<file path="config.mk">
export PLATFORM = sky130hd
export DESIGN_NAME = mem_ctrl_flat
export DESIGN_NICKNAME = d
export VERILOG_FILES = /design/src/rtl/mem_ctrl_if.sv /design/src/rtl/mem_ctrl.sv /design/src/flat_wrapper.sv
export SDC_FILE = /design/constraint.sdc
export NUM_CORES = 1
export LEC_CHECK = 0
export CORE_AREA = 2 2 460 462
export DETAILED_ROUTE_END_ITERATION = 12
export DIE_AREA = 0 0 462 464
export GPL_ROUTABILITY_DRIVEN = 0
export GPL_TIMING_DRIVEN = 0
export PLACE_DENSITY = 0.37
export REMOVE_ABC_BUFFERS = 1
export SLEW_MARGIN = 40
export SYNTH_ARGS = -nofsm -noshare
export SYNTH_HDL_FRONTEND = slang
export SYNTH_SLANG_ARGS = --single-unit
</file>
<file path="constraint.sdc">
create_clock -name clk -period 5.4 [get_ports clk]
set_input_delay 0.54 -clock clk [delete_from_list [all_inputs] [get_ports clk]]
set_output_delay 0.54 -clock clk [all_outputs]
set_load 0.01 [all_outputs]
</file>
<file path="src/rtl/mem_ctrl_if.sv">
// -----------------------------------------------------------------------------
// mem_ctrl_if
//   Cache-side request/response bundle of the line-granular memory controller.
//
//   Handshake: a request transfers on a rising clk edge where req_valid and
//   req_ready are both 1. req_valid and the payload (req_write, req_addr,
//   req_be, req_wd) are held by the cache until that edge. req_ready may
//   depend combinationally on req_write. wr_ack and rsp_valid are
//   single-cycle pulses with no back-pressure.
//
//   Signals:
//     req_valid  cache -> ctrl  request valid
//     req_ready  ctrl  -> cache controller can take the request this cycle
//     req_write  cache -> ctrl  1 = line writeback, 0 = line fill read
//     req_addr   cache -> ctrl  line index (32b)
//     req_be     cache -> ctrl  byte enables for writeback (32b)
//     req_wd     cache -> ctrl  writeback data (256b)
//     wr_ack     ctrl  -> cache writeback taken into the buffer (pulse)
//     rsp_valid  ctrl  -> cache fill data valid (pulse)
//     rsp_rd     ctrl  -> cache fill data, 0 when rsp_valid=0 (256b)
//     rsp_err    ctrl  -> cache with rsp_valid: read timed out
// -----------------------------------------------------------------------------
interface mem_ctrl_if;
   logic         req_valid;
   logic         req_ready;
   logic         req_write;
   logic [31:0]  req_addr;
   logic [31:0]  req_be;
   logic [255:0] req_wd;
   logic         wr_ack;
   logic         rsp_valid;
   logic [255:0] rsp_rd;
   logic         rsp_err;

   modport master (
      output req_valid, req_write, req_addr, req_be, req_wd,
      input  req_ready, wr_ack, rsp_valid, rsp_rd, rsp_err
   );

   modport slave (
      input  req_valid, req_write, req_addr, req_be, req_wd,
      output req_ready, wr_ack, rsp_valid, rsp_rd, rsp_err
   );
endinterface

</file>
<file path="src/rtl/mem_ctrl.sv">
// -----------------------------------------------------------------------------
// mem_ctrl
//   Line-granular controller between the L1 fill/evict port and main memory.
//   Writebacks are posted into a 1-entry buffer and acknowledged early; the
//   buffer drains with an address cycle followed by a write cycle. Fills are
//   issued as a single read pulse and returned once memory signals valid, or
//   with rsp_err after READ_TIMEOUT cycles of waiting. A buffered write always
//   drains before a read is issued.
//
//   Ports:
//     clk        in   clock, all state on posedge
//     rst_n      in   asynchronous active-low reset
//     bus        slave modport of mem_ctrl_if (cache request/response side)
//     mem_a      out  memory line address (32b)
//     mem_be     out  memory byte enables, 0 outside the write cycle (32b)
//     mem_wd     out  memory write data, 0 outside the write cycle (256b)
//     mem_write  out  memory write strobe
//     mem_read   out  memory read strobe (single-cycle pulse)
//     mem_rd     in   memory read data (256b)
//     mem_valid  in   memory read data valid
//     dbg_state  out  current FSM state (state_t encoding)
// -----------------------------------------------------------------------------
module mem_ctrl #(
   parameter int READ_TIMEOUT = 8
) (
   input  logic         clk,
   input  logic         rst_n,
   mem_ctrl_if.slave    bus,
   output logic [31:0]  mem_a,
   output logic [31:0]  mem_be,
   output logic [255:0] mem_wd,
   output logic         mem_write,
   output logic         mem_read,
   input  logic [255:0] mem_rd,
   input  logic         mem_valid,
   output logic [2:0]   dbg_state
);

   localparam int TW = $clog2(READ_TIMEOUT + 1);

   typedef enum logic [2:0] {
      IDLE     = 3'd0,
      WR_ADDR  = 3'd1,
      WR_DATA  = 3'd2,
      RD_ISSUE = 3'd3,
      RD_WAIT  = 3'd4,
      RESP     = 3'd5
   } state_t;

   state_t         state;
   logic           wb_valid;
   logic           rd_pend;
   logic [TW-1:0]  timer;
   logic [31:0]    buf_addr;
   logic [31:0]    buf_be;
   logic [255:0]   buf_wd;
   logic [31:0]    rd_addr;
   logic           wr_ack_q;
   logic           rsp_valid_q;
   logic [255:0]   rsp_rd_q;
   logic           rsp_err_q;
   logic           req_ready;
   logic           accept;

   // Only one read may be outstanding, and a second write must wait for the
   // buffer to drain. A read is still accepted while a write is buffered.
   assign req_ready = (state == IDLE) && !rd_pend && (!bus.req_write || !wb_valid);
   assign accept    = bus.req_valid && req_ready;

   assign bus.req_ready = req_ready;
   assign bus.wr_ack    = wr_ack_q;
   assign bus.rsp_valid = rsp_valid_q;
   assign bus.rsp_rd    = rsp_rd_q;
   assign bus.rsp_err   = rsp_err_q;
   assign dbg_state     = state;

   always_ff @(posedge clk or negedge rst_n) begin
      if (!rst_n) begin
         state       <= IDLE;
         wb_valid    <= 1'b0;
         rd_pend     <= 1'b0;
         timer       <= '0;
         buf_addr    <= '0;
         buf_be      <= '0;
         buf_wd      <= '0;
         rd_addr     <= '0;
         mem_a       <= '0;
         mem_be      <= '0;
         mem_wd      <= '0;
         mem_write   <= 1'b0;
         mem_read    <= 1'b0;
         wr_ack_q    <= 1'b0;
         rsp_valid_q <= 1'b0;
         rsp_rd_q    <= '0;
         rsp_err_q   <= 1'b0;
      end else begin
         // Strobes and pulses are asserted only on the transition into the
         // state that owns them, so they default low every cycle.
         wr_ack_q    <= 1'b0;
         rsp_valid_q <= 1'b0;
         rsp_rd_q    <= '0;
         rsp_err_q   <= 1'b0;
         mem_write   <= 1'b0;
         mem_read    <= 1'b0;
         mem_be      <= '0;
         mem_wd      <= '0;

         // Acceptance only happens in IDLE, so it never collides with the
         // clears of wb_valid (WR_DATA) or rd_pend (RESP).
         if (accept) begin
            if (bus.req_write) begin
               buf_addr <= bus.req_addr;
               buf_be   <= bus.req_be;
               buf_wd   <= bus.req_wd;
               wb_valid <= 1'b1;
               wr_ack_q <= 1'b1;
            end else begin
               rd_addr <= bus.req_addr;
               rd_pend <= 1'b1;
            end
         end

         case (state)
            IDLE: begin
               // Decisions use the registered flags, so a request accepted
               // this cycle is acted on next cycle. Writes win over reads.
               mem_a <= '0;
               if (wb_valid) begin
                  state <= WR_ADDR;
                  mem_a <= buf_addr;
               end else if (rd_pend) begin
                  state    <= RD_ISSUE;
                  mem_a    <= rd_addr;
                  mem_read <= 1'b1;
               end
            end

            WR_ADDR: begin
               state     <= WR_DATA;
               mem_write <= 1'b1;
               mem_be    <= buf_be;
               mem_wd    <= buf_wd;
            end

            WR_DATA: begin
               wb_valid <= 1'b0;
               state    <= IDLE;
               mem_a    <= '0;
            end

            RD_ISSUE: begin
               timer <= '0;
               state <= RD_WAIT;
            end

            RD_WAIT: begin
               if (timer != {TW{1'b1}}) begin
                  timer <= timer + 1'b1;
               end
               if (mem_valid) begin
                  state       <= RESP;
                  mem_a       <= '0;
                  rsp_valid_q <= 1'b1;
                  rsp_rd_q    <= mem_rd;
               end else if (timer == TW'(READ_TIMEOUT - 1)) begin
                  state       <= RESP;
                  mem_a       <= '0;
                  rsp_valid_q <= 1'b1;
                  rsp_err_q   <= 1'b1;
               end
            end

            RESP: begin
               rd_pend <= 1'b0;
               state   <= IDLE;
            end

            default: begin
               state <= IDLE;
               mem_a <= '0;
            end
         endcase
      end
   end

endmodule
</file>
<file path="src/flat_wrapper.sv">
// flat-port wrapper written by rule: the top's interface ports become plain ports
module mem_ctrl_flat 
#(
   parameter int READ_TIMEOUT = 8
)
  (clk, rst_n, mem_a, mem_be, mem_wd, mem_write, mem_read, mem_rd, mem_valid, dbg_state, bus_req_valid, bus_req_write, bus_req_addr, bus_req_be, bus_req_wd, bus_req_ready, bus_wr_ack, bus_rsp_valid, bus_rsp_rd, bus_rsp_err);
  mem_ctrl_if bus_i ();
  input  logic clk;
  input  logic rst_n;
  output logic [31:0] mem_a;
  output logic [31:0] mem_be;
  output logic [255:0] mem_wd;
  output logic mem_write;
  output logic mem_read;
  input  logic [255:0] mem_rd;
  input  logic mem_valid;
  output logic [2:0] dbg_state;
  input wire logic [$bits(bus_i.req_valid)-1:0] bus_req_valid;
  input wire logic [$bits(bus_i.req_write)-1:0] bus_req_write;
  input wire logic [$bits(bus_i.req_addr)-1:0] bus_req_addr;
  input wire logic [$bits(bus_i.req_be)-1:0] bus_req_be;
  input wire logic [$bits(bus_i.req_wd)-1:0] bus_req_wd;
  output wire logic [$bits(bus_i.req_ready)-1:0] bus_req_ready;
  output wire logic [$bits(bus_i.wr_ack)-1:0] bus_wr_ack;
  output wire logic [$bits(bus_i.rsp_valid)-1:0] bus_rsp_valid;
  output wire logic [$bits(bus_i.rsp_rd)-1:0] bus_rsp_rd;
  output wire logic [$bits(bus_i.rsp_err)-1:0] bus_rsp_err;
  assign bus_i.req_valid = bus_req_valid;
  assign bus_i.req_write = bus_req_write;
  assign bus_i.req_addr = bus_req_addr;
  assign bus_i.req_be = bus_req_be;
  assign bus_i.req_wd = bus_req_wd;
  assign bus_req_ready = bus_i.req_ready;
  assign bus_wr_ack = bus_i.wr_ack;
  assign bus_rsp_valid = bus_i.rsp_valid;
  assign bus_rsp_rd = bus_i.rsp_rd;
  assign bus_rsp_err = bus_i.rsp_err;
  mem_ctrl #(.READ_TIMEOUT(READ_TIMEOUT)) u_core (.clk(clk), .rst_n(rst_n), .bus(bus_i), .mem_a(mem_a), .mem_be(mem_be), .mem_wd(mem_wd), .mem_write(mem_write), .mem_read(mem_read), .mem_rd(mem_rd), .mem_valid(mem_valid), .dbg_state(dbg_state));
endmodule
</file>
# Yosys cells after proc, flatten, opt, wreduce, memory -nomap -nowiden
# Cells that the tools add are included.
[totals]
reg_bits = 942
in_bits = 581
[op_classes]
addsub = 1
eq_ne = 11
n_mux = 33
bitwise_logic = 2
reduce_logical = 20
[op_table]
columns = ["operator", "n"]
rows = [
  ["$mux 256", 3],
  ["$mux 32", 5],
  ["$pmux 32 s3", 1],
  ["$mux 1", 17],
  ["$reduce_and 2->1", 7],
  ["$mux 3", 4],
  ["$pmux 3 s4", 1],
  ["$pmux 4 s2", 1],
  ["$reduce_bool 2->1", 4],
  ["$eq 3x2->1 const B", 2],
  ["$eq 3x3->1 const B", 2],
  ["$add 4x1->4 const B", 1],
  ["$eq 4x3->1 const B", 1],
  ["$mux 4", 1],
  ["$ne 2x1->1 const B", 2],
  ["$ne 4x4->1 const B", 1],
  ["$eq 3x1->1 const B", 1],
  ["$logic_and 1x1->1", 3],
  ["$logic_not 1->1", 3],
  ["$logic_not 3->1", 1],
  ["$ne 3x1->1 const B", 1],
  ["$ne 3x2->1 const B", 1],
  ["$reduce_or 3->1", 1],
  ["$not 1->1", 2],
  ["$logic_or 1x1->1", 1],
]

# Longest topological paths before layout
# Gate-level depths: netlist of the first run.
[logic_depth]
ltp_word = 6
depth_mapped = 6
mapped_depth_nobuf = 4

# Worst setup path after synthesis of the first run
# OpenSTA, ideal clock, no wires.
[synth_path]
path_type = "flip-flop to flip-flop"
from = "register u_core.state[1] (netlist: u_core.dbg_state[1])"
to = "register u_core.buf_wd[57]"
arrival_time_ns = 2.220
required_time_ns = 5.275
path_slack_ns = 3.055
stages_incl_launch_ff = 7
synth_period_minus_slack_ns = 2.345
cell_sequence = "dfrtp_1 clkbuf_1 or4_4 a211oi_2 buf_4 buf_4 mux2_2"
[synth_between]
elab_chain_len = 5
[synth_lines]
columns = ["item", "line", "text"]
rows = [
  ["start: declaration", "mem_ctrl.sv:50", "state_t state;"],
  ["start signal: assignment", "mem_ctrl.sv:79", "state <= IDLE;"],
  ["start signal: assignment", "mem_ctrl.sv:129", "state <= WR_ADDR;"],
  ["start signal: assignment", "mem_ctrl.sv:132", "state <= RD_ISSUE;"],
  ["$logic_not 3->1", "mem_ctrl.sv:67", "assign req_ready = (state == IDLE) && !rd_pend && (!bus.req_write || !wb_valid);"],
  ["$logic_and 1x1->1 (2 in a row)", "mem_ctrl.sv:67", ""],
  ["$logic_and 1x1->1", "mem_ctrl.sv:68", "assign accept = bus.req_valid && req_ready;"],
  ["$reduce_and 2->1 (no source line)", "n/a", ""],
  ["end signal: assignment", "mem_ctrl.sv:114", "buf_wd <= bus.req_wd;"],
  ["end: declaration", "mem_ctrl.sv:56", "logic [255:0] buf_wd;"],
]
# Every way passes these cells.
# A chain may end at the register's enable or synchronous reset.

# Final worst setup path of the first run
[layout_path]
from = "register u_core.state[2] (netlist: u_core.dbg_state[2])"
to = "register u_core.buf_wd[189]"
# Same word-level chain as after synthesis.

==> results.yml, run 1 <==
run_status:
  status: "completed"
grt:
  grt_max_degree: 100
  antenna_found_initial: 91
  grtUsageTotal: 0.134
  grt_pass1_wl_um: 199000
  grt_overflow: 0
  grt_pass1_vias: 23100
min_path:
  hold_path.class: "in2async"
floorplanning:
  fp.coreArea_um2: 209000
  die_w_um: 462
  fp-row-count: 168
  start_util: 0.155
  ios: 1166
  chipHeight_um: 464
  dieArea_um2: 214000
route:
  wl_per_cell_um: 23.4
  final_antenna_net_count: 0
  dr.first_iter.drc_count: 939
  routed_via_density: 3.38
  remaining_drc_errors: 0
  firstDrtPassIters: 4
  vias: 21200
  wl_um: 147000
pwr:
  peakVddDrop_mv: 0.287
  power.density_nw_per_um2: 464
  p_leak_nw: 22.6
  power.total_mw: 24.3
place:
  port-buffer-count: 1165
  place_inst: 6012
  dp_hpwl_um: 115000
worst_setup_path:
  cp-startpoint: "u_core.dbg_state[2]$_DFFE_PN0P_"
  cp_max_fo: 16
  worstSetupPathType: "reg2reg"
  r2r_start: "u_core.dbg_state[2]$_DFFE_PN0P_"
  worst_setup_path_end_kind: "flop"
  required_ns: 6.03
  worstPathArrival_ns: 4.31
  start_kind: "flop"
timing:
  fin_crit_ns: 3.68
  whs_ns: 0.283
  finalHoldViolCount: 0
  tightest_slew_ns: 0.589
  fmax_mhz: 272
  drv_slew: 0
  relSlewSlack: 0.607
  finClkSkew_ns: 0.0248
  rsz0062_at_grt: "no"
  fin_crit_sh: 0.681
  setup_violations: 0
synthesis:
  syn_area_per_cell_um2: 15.7
  synth_compound_area_frac: 0.0130
  yosys.cell_types.count: 35
  synth_mux_area_frac: 0.123
  syn-cell-area_um2: 32400
  synth_seq_cells: 942
  yosysSeqAreaShare: 0.728
  yosys.area_share.adder: 0.000386
  synth_top_family_by_area: "multiplexers"
  synth_warnings: 0
  synthCells: 2057
  synth_xor_area_frac: 0
  synth_simple_gate_area_frac: 0.115
layout:
  final_common_cell: "clkdlybuf4s50_1"
  area_growth_pct: 61.8
  fin_cells: 6275
  utilization: 0.251
  regArea_um2: 23600
  nets: 3912
  drive_gt1_frac: 0.183
  fillers: 21900
  mostFrequentLayoutCells: "1164 x clkdlybuf4s50_1, 942 x dfrtp_1, 577 x and2_1, 331 x mux2_2, 122 x clkbuf_16"
  multi_input_area_um2: 8220
clock_network:
  cts.sinks: 942
  cts_root_buf: "clkbuf_16"
  numCtsBuffers: 120
  worstSkewPairLatency_ns: 0.75
  clockBufferDepth: 3
  cts_max_level: 3
  cts_tree: "yes"
  path_clk_slew_ns: 0.06
job:
  drv_cap: 0
-- worst max-delay path, cell delays in order, from the launching register on --
cell and delay [ns]:
dfrtp_1 0.56, or4_4 0.60, a211oi_4 0.40, buf_6 0.24
buf_6 0.17, buf_4 0.20, buf_4 0.25, buf_6 0.17
buf_4 0.21, buf_6 0.18, buf_4 0.21, mux2_2 0.35
-- cells by family after synthesis --
kind of cell	after synthesis
DFF	942
and+or+nand+nor	598
muxes	355
buffers and inverters	116
AOI/OAI and AO/OA	45
adders and majority gates	1
-- Yosys cell counts (all sizes together) --
| cell type | number | share of area |
|---|---|---|
| or4 | 1 | 0.00035 |
| a211oi | 1 | 0.00039 |
| nand2b | 1 | 0.00019 |
| nor3b | 1 | 0.00023 |
| mux2 | 352 | 0.12 |
| and3b | 1 | 0.00027 |
| a32oi | 1 | 0.00027 |
| and3 | 1 | 0.00019 |
| mux2i | 3 | 0.00093 |
| o32ai | 1 | 0.00027 |
| dfrtp | 942 | 0.73 |
| inv | 4 | 0.00046 |
| or3b | 2 | 0.00054 |
| nand2 | 5 | 0.00058 |
| a31oi | 2 | 0.00039 |
| nor3 | 1 | 0.00015 |
| o31ai | 1 | 0.00023 |
| o32a | 1 | 0.00031 |
| buf | 43 | 0.012 |
| a221o | 32 | 0.0099 |
| ha | 1 | 0.00039 |
| o21a | 1 | 0.00023 |
| a311oi | 2 | 0.00054 |
| nand3 | 1 | 0.00015 |
| and2 | 577 | 0.11 |
| nor4b | 2 | 0.00054 |
| a21oi | 3 | 0.00046 |
| nor2 | 4 | 0.00046 |
| clkbuf | 69 | 0.0080 |
| nand3b | 1 | 0.00023 |
-- power breakdown --
group	total [mW]	internal, mW	switching, mW
sequential	9.98	9.15	0.826
combinational	6.22	3.59	2.63
clock	8.15	4.80	3.36
total	24.3	17.5	6.81
-- flip-flops by register name, indices dropped and copies added, names as in the netlist, 3 cells and up --
| name | flops |
|---|---|
| u_core.mem_be | 32 |
| u_core.mem_wd | 256 |
| u_core.rd_addr | 32 |
| u_core.timer | 4 |
| u_core.buf_addr | 32 |
| u_core.dbg_state | 3 |
| u_core.bus.rsp_rd | 256 |
| u_core.mem_a | 32 |
| u_core.buf_be | 32 |
| u_core.buf_wd | 256 |
-- final timing paths --
kind | slack (ns) | end | depth (start not counted)
max | 1.72 | u_core.buf_wd[189]$_DFFE_PN0P_ | 11
min | 0.28 | u_core.buf_be[2]$_DFFE_PN0P_ | 2
max reg2reg | 1.72 | u_core.buf_wd[189]$_DFFE_PN0P_ | 11
min reg2reg | 0.46 | u_core.mem_wd[167]$_DFF_PN0_ | 1
max in group asynchronous | 2.68 | u_core.bus.rsp_rd[47]$_DFF_PN0_ | 7
min in group clk | 0.34 | u_core.bus.rsp_rd[113]$_DFF_PN0_ | 2
-- metal layers --
| metal | up-vias | share of wire | global-route usage |
|---|---|---|---|
| li1 | 9365 | - | - |
| met1 | 10600 | 0.34 | 0.131 |
| met2 | 931 | 0.49 | 0.229 |
| met3 | 273 | 0.13 | 0.0783 |
| met4 | 16 | 0.041 | 0.0541 |
| met5 | - | 0.00058 | 0 |
-- area by class of cell --
class / instances / area share
well taps: 2805 / 0.0669
multi-input cells: 999 / 0.157
flip-flops and latches: 942 / 0.450
repair buffers: 1263 / 0.248
clock inverters: 35 / 0.00773
clock buffers: 181 / 0.0684
diodes: 46 / 0.00220
inverters: 4 / 0.000286
-- timing repair --
| action | CTS | global route |
|---|---|---|
| resized for setup | 0 | 0 |
| hold buffers | 1 | 0 |
| buffers inserted | 0 | 0 |
| hold endpoints to repair | 200 | 0 |
-- through the flow --
stage	setup WS, ns	setup TNS (ns)	cell area, um2
6_report	1.72	0	52400
4_1_cts	1.65	0	52300
3_3_place_gp	-44.90	-	46900
5_1_grt	1.51	0	52400
2_1_floorplan	-9.90	-3583.51	31800
3_5_place_dp	1.58	0	48300
Power figures use the tool's default switching activity.
==> inputs of run 2 (changes only) <==
PLACE_DENSITY = 0.38   (was 0.37)
clock period = 3 ns   (was 5.4 ns; I/O delays follow)
==> results.yml, run 2 (same netlist as run 1, synthesis figures left out) <==
clock_network:
  worstSkewPairLatency_ns: 0.76
  path_clk_slew_ns: 0.06
  cts_root_buf: "clkbuf_16"
  cts.sinks: 942
  cts_max_level: 3
  cts_tree: "yes"
  clockBufferDepth: 3
  numCtsBuffers: 120
grt:
  grt_overflow: 0
  grtUsageTotal: 0.138
  grt_pass1_vias: 24100
  grt_pass1_wl_um: 205000
  grt_max_degree: 100
  antenna_found_initial: 71
place:
  dpl_worst_slack_ns: -1.39
  port-buffer-count: 1165
  dp_hpwl_um: 118000
worst_setup_path:
  worst_setup_path_end_kind: "flop"
  worstPathArrival_ns: 3.52
  crit_chain: "or4_4 -> a211oi_4 -> buf_4 -> buf_6 -> buf_12 -> buf_16 -> buf_12 -> buf_8 -> buf_8 -> buf_6 -> mux2_2"
  start_kind: "flop"
  cp_max_fo: 10
  r2r_start: "u_core.dbg_state[1]$_DFFE_PN0P_"
  required_ns: 3.62
  cp_num_buf_inv: 8
  rr_endpoint: "u_core.buf_wd[26]$_DFFE_PN0P_"
  crit_path_top_delay_cell: "or4_4"
  worstSetupPathType: "reg2reg"
  critPathMaxStageDelay_ns: 0.58
  crit_family: "buffers and inverters"
  critical_path_cell_count: 11
  worst-r2r-cell-count: 11
  reg2reg_slack_ns: 0.11
min_path:
  hp-start: "mem_rd[113]"
  holdPathStages: 2
  hold_path.class: "in2reg"
  whs_endpoint: "u_core.bus.rsp_rd[113]$_DFF_PN0_"
floorplanning:
  die_w_um: 462
  fp-row-count: 168
  fp.coreArea_um2: 209000
  ios: 1166
  start_util: 0.155
  dieArea_um2: 214000
  chipHeight_um: 464
route:
  dr.first_iter.drc_count: 972
  routed_via_density: 3.45
  final_antenna_net_count: 0
  firstDrtPassIters: 4
  wl_per_cell_um: 23.6
  vias: 22000
  wl_um: 151000
  remaining_drc_errors: 0
layout:
  multi_input_area_um2: 8230
  drive_gt1_frac: 0.176
  mostFrequentLayoutCells: "1163 x clkdlybuf4s50_1, 939 x dfrtp_1, 577 x and2_1, 331 x mux2_2, 130 x dlygate4sd3_1"
  utilization: 0.257
  regArea_um2: 23600
  nets: 4038
  final_common_cell: "clkdlybuf4s50_1"
  fillers: 21800
  area_growth_pct: 66.2
timing:
  finClkSkew_ns: 0.0469
  fin_crit_sh: 0.964
  fin_crit_ns: 2.89
  finalHoldViolCount: 0
  tightest_slew_ns: 0.601
  setup_ws_ns: 0.108
  setup_violations: 0
  relSlewSlack: 0.599
  fmax_mhz: 346
  drv_slew: 0
pwr:
  peakVddDrop_mv: 0.517
  p_leak_nw: 23.2
  power.density_nw_per_um2: 822
job:
  drv_cap: 0
run_status:
  status: "completed"
-- run 2: worst max path at each step --
stage | startpoint | endpoint | slack [ns]
5_1_grt | u_core.dbg_state[1]$_DFFE_PN0P_ | u_core.buf_wd[30]$_DFFE_PN0P_ | -0.001
3_3_place_gp | rst_n | u_core.bus.rsp_rd[8]$_DFF_PN0_ | -46.74
2_1_floorplan | u_core.dbg_state[2]$_DFFE_PN0P_ | u_core.buf_addr[0]$_DFFE_PN0P_ | -12.30
3_5_place_dp | u_core.dbg_state[2]$_DFFE_PN0P_ | u_core.buf_wd[157]$_DFFE_PN0P_ | -1.39
4_1_cts | u_core.dbg_state[1]$_DFFE_PN0P_ | u_core.buf_wd[81]$_DFFE_PN0P_ | 0.002
6_report | u_core.dbg_state[1]$_DFFE_PN0P_ | u_core.buf_wd[26]$_DFFE_PN0P_ | 0.11
-- run 2: per-layer routing --
metal  wire, um  track usage  up-vias  part of all wire
met5         65            0        -           0.00043
met4       4320       0.0402       10             0.029
met2      77300        0.247      980              0.51
met1      49700        0.132    11200              0.33
li1           -            -     9583                 -
met3      19300       0.0796      256              0.13
-- run 2: power by group --
part	internal [mW]	total (mW)	switching, mW
clock	8.71	14.8	6.09
sequential	16.5	17.9	1.46
combinational	6.63	11.5	4.89
-- run 2: cell type report --
cell class                 count  share of cell area
sequential                   942               0.438
timing repair buffer        1389               0.268
multi-input combinational    999               0.153
tap                         2805              0.0652
clock buffer                 182              0.0648
clock inverter                41              0.0103
antenna                       22             0.00102
inverter                       4            0.000279
-- run 2: through the flow --
step | setup TNS (ns) | hold slack (ns) | cells | instance area, um2 | power [mW]
after CTS | 0 | 0.0000333 | 6358 | 53700 | 45.3
after detailed placement | -147.88 | 0.355 | 6007 | 48300 | 29.7
after global placement | - | 0.455 | 5915 | 46900 | 26.7
after global routing | -0.00118 | 0.0162 | 6376 | 53800 | 46.9
after floorplan | -5296.98 | 0.00441 | 1945 | 31800 | 22.6
final | 0 | 0.104 | 6384 | 53800 | 44.3
-- run 2: repair_timing --
| item | CTS | global route |
|---|---|---|
| endpoints found under the setup margin | 291 | 39 |
| setup buffers | 7 | 5 |
| gates resized for setup | 25 | 7 |
| hold buffers | 130 | 0 |
| pin swaps | 1 | 0 |
| hold endpoints to repair | 302 | 0 |
| gates cloned | 1 | 1 |
